===== config.mk =====
export PLATFORM = sky130hd
export DESIGN_NAME = dynamics
export DESIGN_NICKNAME = d
export VERILOG_FILES = /design/src/rtl/dynamics_pkg.sv /design/src/rtl/beat_step_counter.sv /design/src/rtl/dynamics.sv
export SDC_FILE = /design/constraint.sdc
export NUM_CORES = 1
export LEC_CHECK = 0
export CORE_ASPECT_RATIO = 0.6
export CORE_MARGIN = 8
export CORE_UTILIZATION = 55
export DETAILED_ROUTE_END_ITERATION = 7
export GPL_TIMING_DRIVEN = 0
export PLACE_DENSITY = 0.88
export SLEW_MARGIN = 20
export SYNTH_ARGS = -nofsm -noshare
export SYNTH_HDL_FRONTEND = slang
export SYNTH_HIERARCHICAL = 1
export SYNTH_SLANG_ARGS = --single-unit

===== constraint.sdc =====
create_clock -name clk -period 9.5 [get_ports clk]
set_input_delay 0.95 -clock clk [delete_from_list [all_inputs] [get_ports clk]]
set_output_delay 0.95 -clock clk [all_outputs]
set_load 0.1 [all_outputs]

===== src/rtl/dynamics_pkg.sv =====
// Shared types and default widths for the dynamics envelope generator.
package dynamics_pkg;

  localparam int unsigned AMP_W_DEF = 3;
  localparam int unsigned CNT_W_DEF = 6;

  typedef enum logic [1:0] {
    IDLE    = 2'd0,
    ATTACK  = 2'd1,
    SUSTAIN = 2'd2,
    DECAY   = 2'd3
  } state_t;

endpackage


===== src/rtl/beat_step_counter.sv =====
// Beat pacing counter: counts beats since the last amplitude step.
// step_due_c flags that the next advance completes a step (count+1 == rate);
// the caller qualifies it with its own advance condition.
//   clk, reset      : clock, async active-low reset
//   clear           : zero the count (takes precedence over advance)
//   advance         : count one beat
//   rate            : beats per step
//   step_due_c      : combinational, count+1 == rate
import dynamics_pkg::*;

module beat_step_counter #(
  parameter int unsigned CNT_W = CNT_W_DEF
) (
  input  logic             clk,
  input  logic             reset,
  input  logic             clear,
  input  logic             advance,
  input  logic [CNT_W-1:0] rate,
  output logic             step_due_c
);

  logic [CNT_W-1:0] count_q;
  logic [CNT_W:0]   count_inc;

  // Extra bit so count+1 never wraps onto a small rate.
  assign count_inc  = {1'b0, count_q} + (CNT_W+1)'(1);
  assign step_due_c = (count_inc == {1'b0, rate});

  always_ff @(posedge clk or negedge reset) begin
    if (!reset) begin
      count_q <= '0;
    end else if (clear) begin
      count_q <= '0;
    end else if (advance) begin
      count_q <= step_due_c ? '0 : count_inc[CNT_W-1:0];
    end
  end

endmodule


===== src/rtl/dynamics.sv =====
// Per-note amplitude envelope: attack ramp, sustain, decay ramp, paced in beats.
//   clk, reset     : clock, async active-low reset
//   amplitude_in   : target amplitude, latched on new_note
//   duration       : note length in beats, latched on new_note
//   attack         : beats per +1 step (0 = instant), latched on new_note
//   decay          : beats per -1 step (0 = instant), latched on new_note
//   new_note       : start a note (wins over a coincident beat)
//   beat           : tempo tick
//   amplitude_out  : registered envelope amplitude
import dynamics_pkg::*;

module dynamics #(
  parameter int unsigned AMP_W = AMP_W_DEF,
  parameter int unsigned CNT_W = CNT_W_DEF
) (
  input  logic             clk,
  input  logic             reset,
  input  logic [AMP_W-1:0] amplitude_in,
  input  logic [CNT_W-1:0] duration,
  input  logic [CNT_W-1:0] attack,
  input  logic [CNT_W-1:0] decay,
  input  logic             new_note,
  input  logic             beat,
  output logic [AMP_W-1:0] amplitude_out
);

  state_t           state_q, state_n;
  logic [AMP_W-1:0] amp_q, amp_n;
  logic [AMP_W-1:0] tgt_q, tgt_n;
  logic [CNT_W-1:0] dur_q, dur_n;
  logic [CNT_W-1:0] atk_q, atk_n;
  logic [CNT_W-1:0] dcy_q, dcy_n;
  logic [CNT_W-1:0] note_cnt_q, note_cnt_n;

  logic [CNT_W:0]   note_sum;
  logic [CNT_W-1:0] note_sat;
  logic             expire_c;
  logic [AMP_W-1:0] amp_inc, amp_dec;
  logic [CNT_W-1:0] rate_c;
  logic             cnt_clear_c, cnt_adv_c, step_due_c;

  assign amplitude_out = amp_q;

  // Duration check uses the unsaturated sum; the stored count saturates.
  assign note_sum = {1'b0, note_cnt_q} + (CNT_W+1)'(1);
  assign note_sat = note_sum[CNT_W] ? '1 : note_sum[CNT_W-1:0];
  assign expire_c = (note_sum >= {1'b0, dur_q});

  assign amp_inc = amp_q + AMP_W'(1);
  assign amp_dec = amp_q - AMP_W'(1);

  // One pacing counter serves both ramps; it is cleared on every phase change.
  assign rate_c = (state_q == DECAY) ? dcy_q : atk_q;

  beat_step_counter #(.CNT_W(CNT_W)) u_step (
    .clk        (clk),
    .reset      (reset),
    .clear      (cnt_clear_c),
    .advance    (cnt_adv_c),
    .rate       (rate_c),
    .step_due_c (step_due_c)
  );

  // State and datapath registers.
  always_ff @(posedge clk or negedge reset) begin
    if (!reset) begin
      state_q    <= IDLE;
      amp_q      <= '0;
      tgt_q      <= '0;
      dur_q      <= '0;
      atk_q      <= '0;
      dcy_q      <= '0;
      note_cnt_q <= '0;
    end else begin
      state_q    <= state_n;
      amp_q      <= amp_n;
      tgt_q      <= tgt_n;
      dur_q      <= dur_n;
      atk_q      <= atk_n;
      dcy_q      <= dcy_n;
      note_cnt_q <= note_cnt_n;
    end
  end

  // Next-state and datapath decisions.
  always_comb begin
    state_n     = state_q;
    amp_n       = amp_q;
    tgt_n       = tgt_q;
    dur_n       = dur_q;
    atk_n       = atk_q;
    dcy_n       = dcy_q;
    note_cnt_n  = note_cnt_q;
    cnt_clear_c = 1'b0;
    cnt_adv_c   = 1'b0;

    if (new_note) begin
      tgt_n       = amplitude_in;
      dur_n       = duration;
      atk_n       = attack;
      dcy_n       = decay;
      note_cnt_n  = '0;
      cnt_clear_c = 1'b1;
      if ((attack == '0) || (amplitude_in == '0)) begin
        amp_n   = amplitude_in;
        state_n = SUSTAIN;
      end else begin
        amp_n   = '0;
        state_n = ATTACK;
      end
    end else if (beat) begin
      case (state_q)
        ATTACK, SUSTAIN: begin
          note_cnt_n = note_sat;
          if (expire_c) begin
            cnt_clear_c = 1'b1;
            // Nothing to ramp down: finish immediately.
            if ((dcy_q == '0) || (amp_q == '0)) begin
              amp_n   = '0;
              state_n = IDLE;
            end else begin
              state_n = DECAY;
            end
          end else if (state_q == ATTACK) begin
            cnt_adv_c = 1'b1;
            if (step_due_c) begin
              amp_n = amp_inc;
              if (amp_inc == tgt_q) begin
                state_n = SUSTAIN;
              end
            end
          end
        end
        DECAY: begin
          cnt_adv_c = 1'b1;
          if (step_due_c) begin
            amp_n = amp_dec;
            if (amp_dec == '0) begin
              state_n = IDLE;
            end
          end
        end
        default: begin
        end
      endcase
    end
  end

endmodule


Yosys cells after proc, flatten, opt, wreduce, memory -nomap -nowiden. Cells that the tools add are included.

Add/subtract/negate cells: 4. Eq/ne operators: 11. Order comparisons: 1. Reductions and logical operators: 15. Muxes and demuxes: 37.

Operators with widths (count): $mux 6 (8); $mux 3 (8); $mux 2 (10); $add 6x1->7 const B (2); $logic_not 6->1 (2); $ne 4x4->1 const B (3); $logic_not 3->1 (3); $mux 1 (8); $eq 7x6->1 (1); $ge 7x6->1 (1); $reduce_and 7->1 (1); $ne 3x2->1 const B (2); $pmux 3 s2 (1); $reduce_and 6->1 (1); $reduce_bool 2->1 (3); $eq 2x2->1 const B (2); $ne 4x3->1 const B (1); $pmux 2 s2 (1); $add 3x1->3 const B (1); $eq 3x3->1 (1); $reduce_bool 3->1 (1); $sub 3x1->3 const B (1); $eq 2x1->1 const B (1); $logic_or 1x1->1 (2); 3 further kinds (3).

Bits of input ports: 25. Register bits after elaboration: 38. Word-level logic and storage cells: 76. Output and inout port bits: 3.

Logic depth before layout (Yosys ltp).
Depth in word-level cells: 9. Mapped depth: 14. Gate-level depth less buffers: 12.

Modules after synthesis. The synthesis kept the hierarchy.

Modules (own cells, without submodules): dynamics (cells each 190, seq. area each 800.8 um^2, instances 1, area an instance 1969.4 um^2); beat_step_counter (cells each 50, seq. area each 150.1 um^2, instances 1, area an instance 473.0 um^2).

Worst setup path after synthesis. OpenSTA, ideal clock, no wires.

Path type: reg-to-reg. From: reg note_cnt_q[0]. To: reg u_step.count_q[5]. Setup time: 0.095 ns. Cell stages (with the launch flop): 14. Period minus slack after synthesis: 3.176 ns. Data required time: 9.405 ns. Arrival: 3.081 ns. Path slack: 6.324 ns. Buffers on the path: 1. Path through: dfrtp_1 > ha_1 > and3_4 > xor2_1 > ha_1 > nand3_1 > and3_4 > and2_4 > buf_8 > a21oi_1 > nor4b_1 > nand2_1 > mux2_2 > o31ai_1.

Word-level cells in the longest chain between the ends: 7. Elaborated cells between the ends (all ways): 12. Classes of those cells: add/sub: 1; order compare: 1; mux: 9; reduce/logical: 1.

Ends and longest elaborated chain: start: declaration (line dynamics.sv:33) `logic [CNT_W-1:0] note_cnt_q, note_cnt_n;`; start signal: assignment (line dynamics.sv:81) `note_cnt_q <= note_cnt_n;`; $add 6x1->7 (line dynamics.sv:45) `assign note_sum = {1'b0, note_cnt_q} + (CNT_W+1)'(1);`; $ge 7x6->1 (line dynamics.sv:47) `assign expire_c = (note_sum >= {1'b0, dur_q});`; $mux 1 (line dynamics.sv:115) `if (expire_c) begin`; $pmux 1 s2 (line dynamics.sv:112) `case (state_q)`; $mux 1 (line dynamics.sv:111) `end else if (beat) begin`; $mux 1 (line dynamics.sv:97) `if (new_note) begin`; net cnt_adv_c (line dynamics.sv:40) `logic cnt_clear_c, cnt_adv_c, step_due_c;`; $reduce_bool 2->1 (no source line); end signal: assignment (line beat_step_counter.sv:35) `count_q <= step_due_c ? '0 : count_inc[CNT_W-1:0];`; end: declaration (line beat_step_counter.sv:22) `logic [CNT_W-1:0] count_q;`.

The timed path passes the listed nets, and every way through them passes these cells. A chain may end at the register's enable or synchronous reset.

Worst setup path in the final report.
From: reg state_q[0]. To: reg state_q[0].

Word-level cells in the longest chain between the ends: 5. Elaborated cells between the ends (all ways): 16. Classes of those cells: eq/ne: 9; mux: 4; reduce/logical: 3.

Ends and longest elaborated chain: start: declaration (line dynamics.sv:27) `state_t state_q, state_n;`; start signal: assignment (line dynamics.sv:75) `state_q <= state_n;`; $eq 2x2->1 (*) (line dynamics.sv:53) `assign rate_c = (state_q == DECAY) ? dcy_q : atk_q;`; $mux 6 (*) (line dynamics.sv:53); net rate_c[2] (line dynamics.sv:39) `logic [CNT_W-1:0] rate_c;`; $eq 7x6->1 (*) (line beat_step_counter.sv:27) `assign step_due_c = (count_inc == {1'b0, rate});`; net step_due_c (line dynamics.sv:40); $ne 4x3->1 (no source line) or $ne 3x2->1 (tied branches); $reduce_and 7->1 (no source line) (*).

Mark *: on every way through the listed nets, which the timed path passes. The rest lies on a longest branch. The select of a mux whose other input is x is not followed.

==> results.sh <==
export IMPL_firstDrtPassIters=4
export IMPL_cts_buffers=5
export IMPL_place_port_buffers=27
export IMPL_finalNonFillerCells=336
export IMPL_place_detailed_hpwl_mm=4.317
export IMPL_wl_mm=5.693
export IMPL_ctsLongestPathBuffers=2
export IMPL_critPathMaxFanout=10
export IMPL_syn_num_nets=281
export IMPL_worstPathRequired_ns=9.67
export IMPL_cts_root_buf="clkbuf_8"
export IMPL_die_w_um=102.0
export IMPL_syn_to_final_growth_pct=19.67
export IMPL_multi_input_area_um2=1383
export IMPL_ys_ff_latch=38
export IMPL_synthAdderAreaFrac=0.08197
export IMPL_synth_simple_area_share=0.1573
export IMPL_synthArstFlopShare=1.000
export IMPL_h_tree_depth=2
export IMPL_ys_warnings_count=6
export IMPL_gp_congestion=0.8856
export IMPL_seq_area_um2=950.9
export IMPL_critPathLaunch="state_q[0]$_DFFE_PN0P_"
export IMPL_synth_distinct_cells=51
export IMPL_endpoint="state_q[0]$_DFFE_PN0P_"
export IMPL_reg2reg_depth=13
export IMPL_cts_repair_resize_count=0
export IMPL_ir_worst_vdd_uv=92.79
export IMPL_report_power_total_uw=556.5
export IMPL_ctsHoldBuffers=0
export IMPL_cap_violations=0
export IMPL_grt_pass1_wl_mm=9.522
export IMPL_grt_overflow_total=0
export IMPL_core_um2=4189
export IMPL_syn_avg_cell_area_um2=10.18
export IMPL_viasPerCell=5.759
export IMPL_drive_gt1_frac=0.1703
export IMPL_reg2reg_from="state_q[0]$_DFFE_PN0P_"
export IMPL_status="completed"
export IMPL_cts_sinks=38
export IMPL_fin_crit_sh=0.3823
export IMPL_r2r_end="state_q[0]$_DFFE_PN0P_"
export IMPL_hp_class="flip-flop to flip-flop"
export IMPL_crit_type="flip-flop to flip-flop"
export IMPL_via_count=1935
export IMPL_rsz0062_at_grt="no"
export IMPL_cp_slowest_stage_delay_ns=0.45
export IMPL_final_util=0.6977
export IMPL_path_clk_slew_ns=0.07
export IMPL_grt_pass1_vias=1917
export IMPL_arrival_ns=3.80
export IMPL_setup_viol_count_final=0
export IMPL_ys_flop_type="dfrtp_1"
export IMPL_cts_tree="built"
export IMPL_drtIter0Drc=288
export IMPL_std_cell_rows=18
export IMPL_maxSlewViolCount=0
export IMPL_fin_crit_ns=3.631
export IMPL_critPathMostFrequentCell="a21oi_1"
export IMPL_cp_depth=13
export IMPL_cpLargestDelayFamily="compound AO/OA/AOI/OAI gates"
export IMPL_yosysSeqAreaShare=0.3893
export IMPL_synth_edf_count=0
export IMPL_critPathLaunchType="flip-flop"
export IMPL_synthMuxAreaShare=0.1091
export IMPL_synth_top_family_by_area="simple AND/OR/NAND/NOR gates"
export IMPL_dieArea_um2=6899
export IMPL_num_io_pins=28
export IMPL_finalHoldViolations=0
export IMPL_end_kind="flip-flop"
export IMPL_tightest_slew_ns=0.9720
export IMPL_num_antenna_cells=0
export IMPL_design_area_um2=2923
export IMPL_synth_area_um2=2442
export IMPL_insertion_delay_ns=0.28
export IMPL_ant_nets=0
export IMPL_grt_util_all_layers=0.1769
export IMPL_synth_xor_area_frac=0.06814
export IMPL_nFillCells=322
export IMPL_synthCells=240
export IMPL_dpl_cell_count=328
export IMPL_start_util=0.5830
export IMPL_finalSetupTns_ns=0
export IMPL_path_cells="ha_1 -> buf_1 -> mux2_2 -> xnor2_1 -> xnor2_1 -> a311oi_1 -> nor4bb_1 -> buf_4 -> nor4b_1 -> a21oi_1 -> a21oi_1 -> a21oi_1 -> o32a_1"
export IMPL_skew_ns=0.005068
export IMPL_crit_buf_inv=2
export IMPL_maxSlewHeadroom=0.3500
export IMPL_grt_antenna_before_repair=0
export IMPL_max_freq_mhz=275.4
export IMPL_r2r_slack_ns=5.87
export IMPL_drcViolationCount=0
export IMPL_post_cts_buffers=0
export IMPL_detailed_place_area_um2=2816
export IMPL_p_leak_uw=0.001247
export IMPL_die_y_um=67.62
export IMPL_synth_compound_gate_area_share=0.1470
export IMPL_grt_max_degree=24
export IMPL_wl_per_cell_um=16.94
export IMPL_critPathSlowestCell="buf_1"
export IMPL_power_density_nw_per_um2=190.4
export IMPL_nNetsFinal=316
stage by stage:
step	hold WS [ns]	setup WS (ns)
after floorplan	0.4767	6.324
after global placement	0.4870	5.838
after detailed placement	0.4965	5.945
after CTS	0.5153	5.902
after global routing	0.5357	5.645
final	0.5093	5.869
power breakdown:
group          total [uW]  switching, uW  internal (uW)
Sequential            202           21.8            181
Combinational         221            129           91.5
Clock                 134           54.9           78.6
Total                 556            206            351
cell type report:
class                      instances  share of cell area
inverter                          15             0.01926
clock buffer                       7             0.02611
clock inverter                     1             0.01027
timing repair buffer              28              0.1002
buffer                             9             0.02012
multi-input combinational        178              0.4730
tap                               60             0.02568
sequential                        38              0.3253
cells by family after synthesis:
kind of cell	Yosys count
AOI/OAI and AO/OA	53
DFF	38
adders and majority gates	16
buffers and inverters	24
xor gates and xnor gates	19
muxes	24
and+or+nand+nor	66
metal layers:
layer / GRT usage / part of all wire
met5: 0 / 0
met4: 0.04174 / 0.0074
met3: 0.04821 / 0.074
met2: 0.2675 / 0.44
met1: 0.2454 / 0.48
cell usage after synthesis, types with 2 or more instances:
library cell,number,area (um2)
inv_1,15,56.30
nor3b_1,2,15.01
ha_1,16,200.2
o21ai_0,16,80.08
o32ai_1,2,17.52
o31ai_1,2,15.01
mux2_2,21,236.5
xor2_1,6,52.55
nor2_1,9,33.78
a31oi_1,3,18.77
nand3_1,6,30.03
dfrtp_1,38,950.9
clkbuf_1,4,15.01
and2_4,2,17.52
nor4b_1,3,26.28
xnor2_1,13,113.9
o31ai_2,2,25.02
a21oi_1,16,80.08
mux2i_1,3,30.03
nor3_1,2,10.01
nand4_1,3,18.77
and3_4,3,33.78
buf_1,2,7.510
nand2b_1,3,18.77
nand2_1,22,82.58
worst reg2reg max path: stages (launching register included):
cell and delay, ns:
dfrtp_1 0.41, ha_1 0.25, buf_1 0.45, mux2_2 0.42, xnor2_1 0.14, xnor2_1 0.13
a311oi_1 0.30, nor4bb_1 0.26, buf_4 0.22, nor4b_1 0.24, a21oi_1 0.13, a21oi_1 0.25
a21oi_1 0.10, o32a_1 0.20
sequential cells by signal, summed over array words and instances, names as in the netlist:
signal and flops:
atk_q 6, dcy_q 6, dur_q 6, note_cnt_q 6, u_step/count_q 6, amplitude_out 3, tgt_q 3, state_q 2
layout by cell type (no fill, tap or decap), types with 2 or more instances in the layout:
master           Yosys  layout
clkdlybuf4s50_1      0      26
nor2_1               9       9
nand4_1              3       3
clkbuf_1             4       6
ha_1                16      16
clkbuf_8             1       6
nor4b_1              3       2
a31oi_1              3       3
inv_1               15      15
mux2_2              21      21
nand2b_1             3       3
nor3b_1              2       2
dfrtp_1             38      38
nand2_1             22      22
o32ai_1              2       2
nand3_1              6       6
o31ai_1              2       2
a21oi_1             16      16
o21ai_0             16      16
o31ai_2              2       2
and2_4               2       2
xor2_1               6       6
buf_1                2       2
mux2i_1              3       3
and3_4               3       3
nor3_1               2       2
xnor2_1             13      13
worst min path at each step:
| stage | cells after the start | startpoint | to | slack (ns) |
|---|---|---|---|---|
| 2_1_floorplan | 1 | atk_q[0]$_DFFE_PN0P_ | atk_q[0]$_DFFE_PN0P_ | 0.48 |
| 3_3_place_gp | 1 | atk_q[3]$_DFFE_PN0P_ | atk_q[3]$_DFFE_PN0P_ | 0.49 |
| 3_5_place_dp | 1 | atk_q[2]$_DFFE_PN0P_ | atk_q[2]$_DFFE_PN0P_ | 0.50 |
| 4_1_cts | 1 | atk_q[2]$_DFFE_PN0P_ | atk_q[2]$_DFFE_PN0P_ | 0.52 |
| 5_1_grt | 1 | atk_q[3]$_DFFE_PN0P_ | atk_q[3]$_DFFE_PN0P_ | 0.54 |
| 6_report | 1 | atk_q[2]$_DFFE_PN0P_ | atk_q[2]$_DFFE_PN0P_ | 0.51 |
No activity file was read; power rests on OpenSTA's default activity.
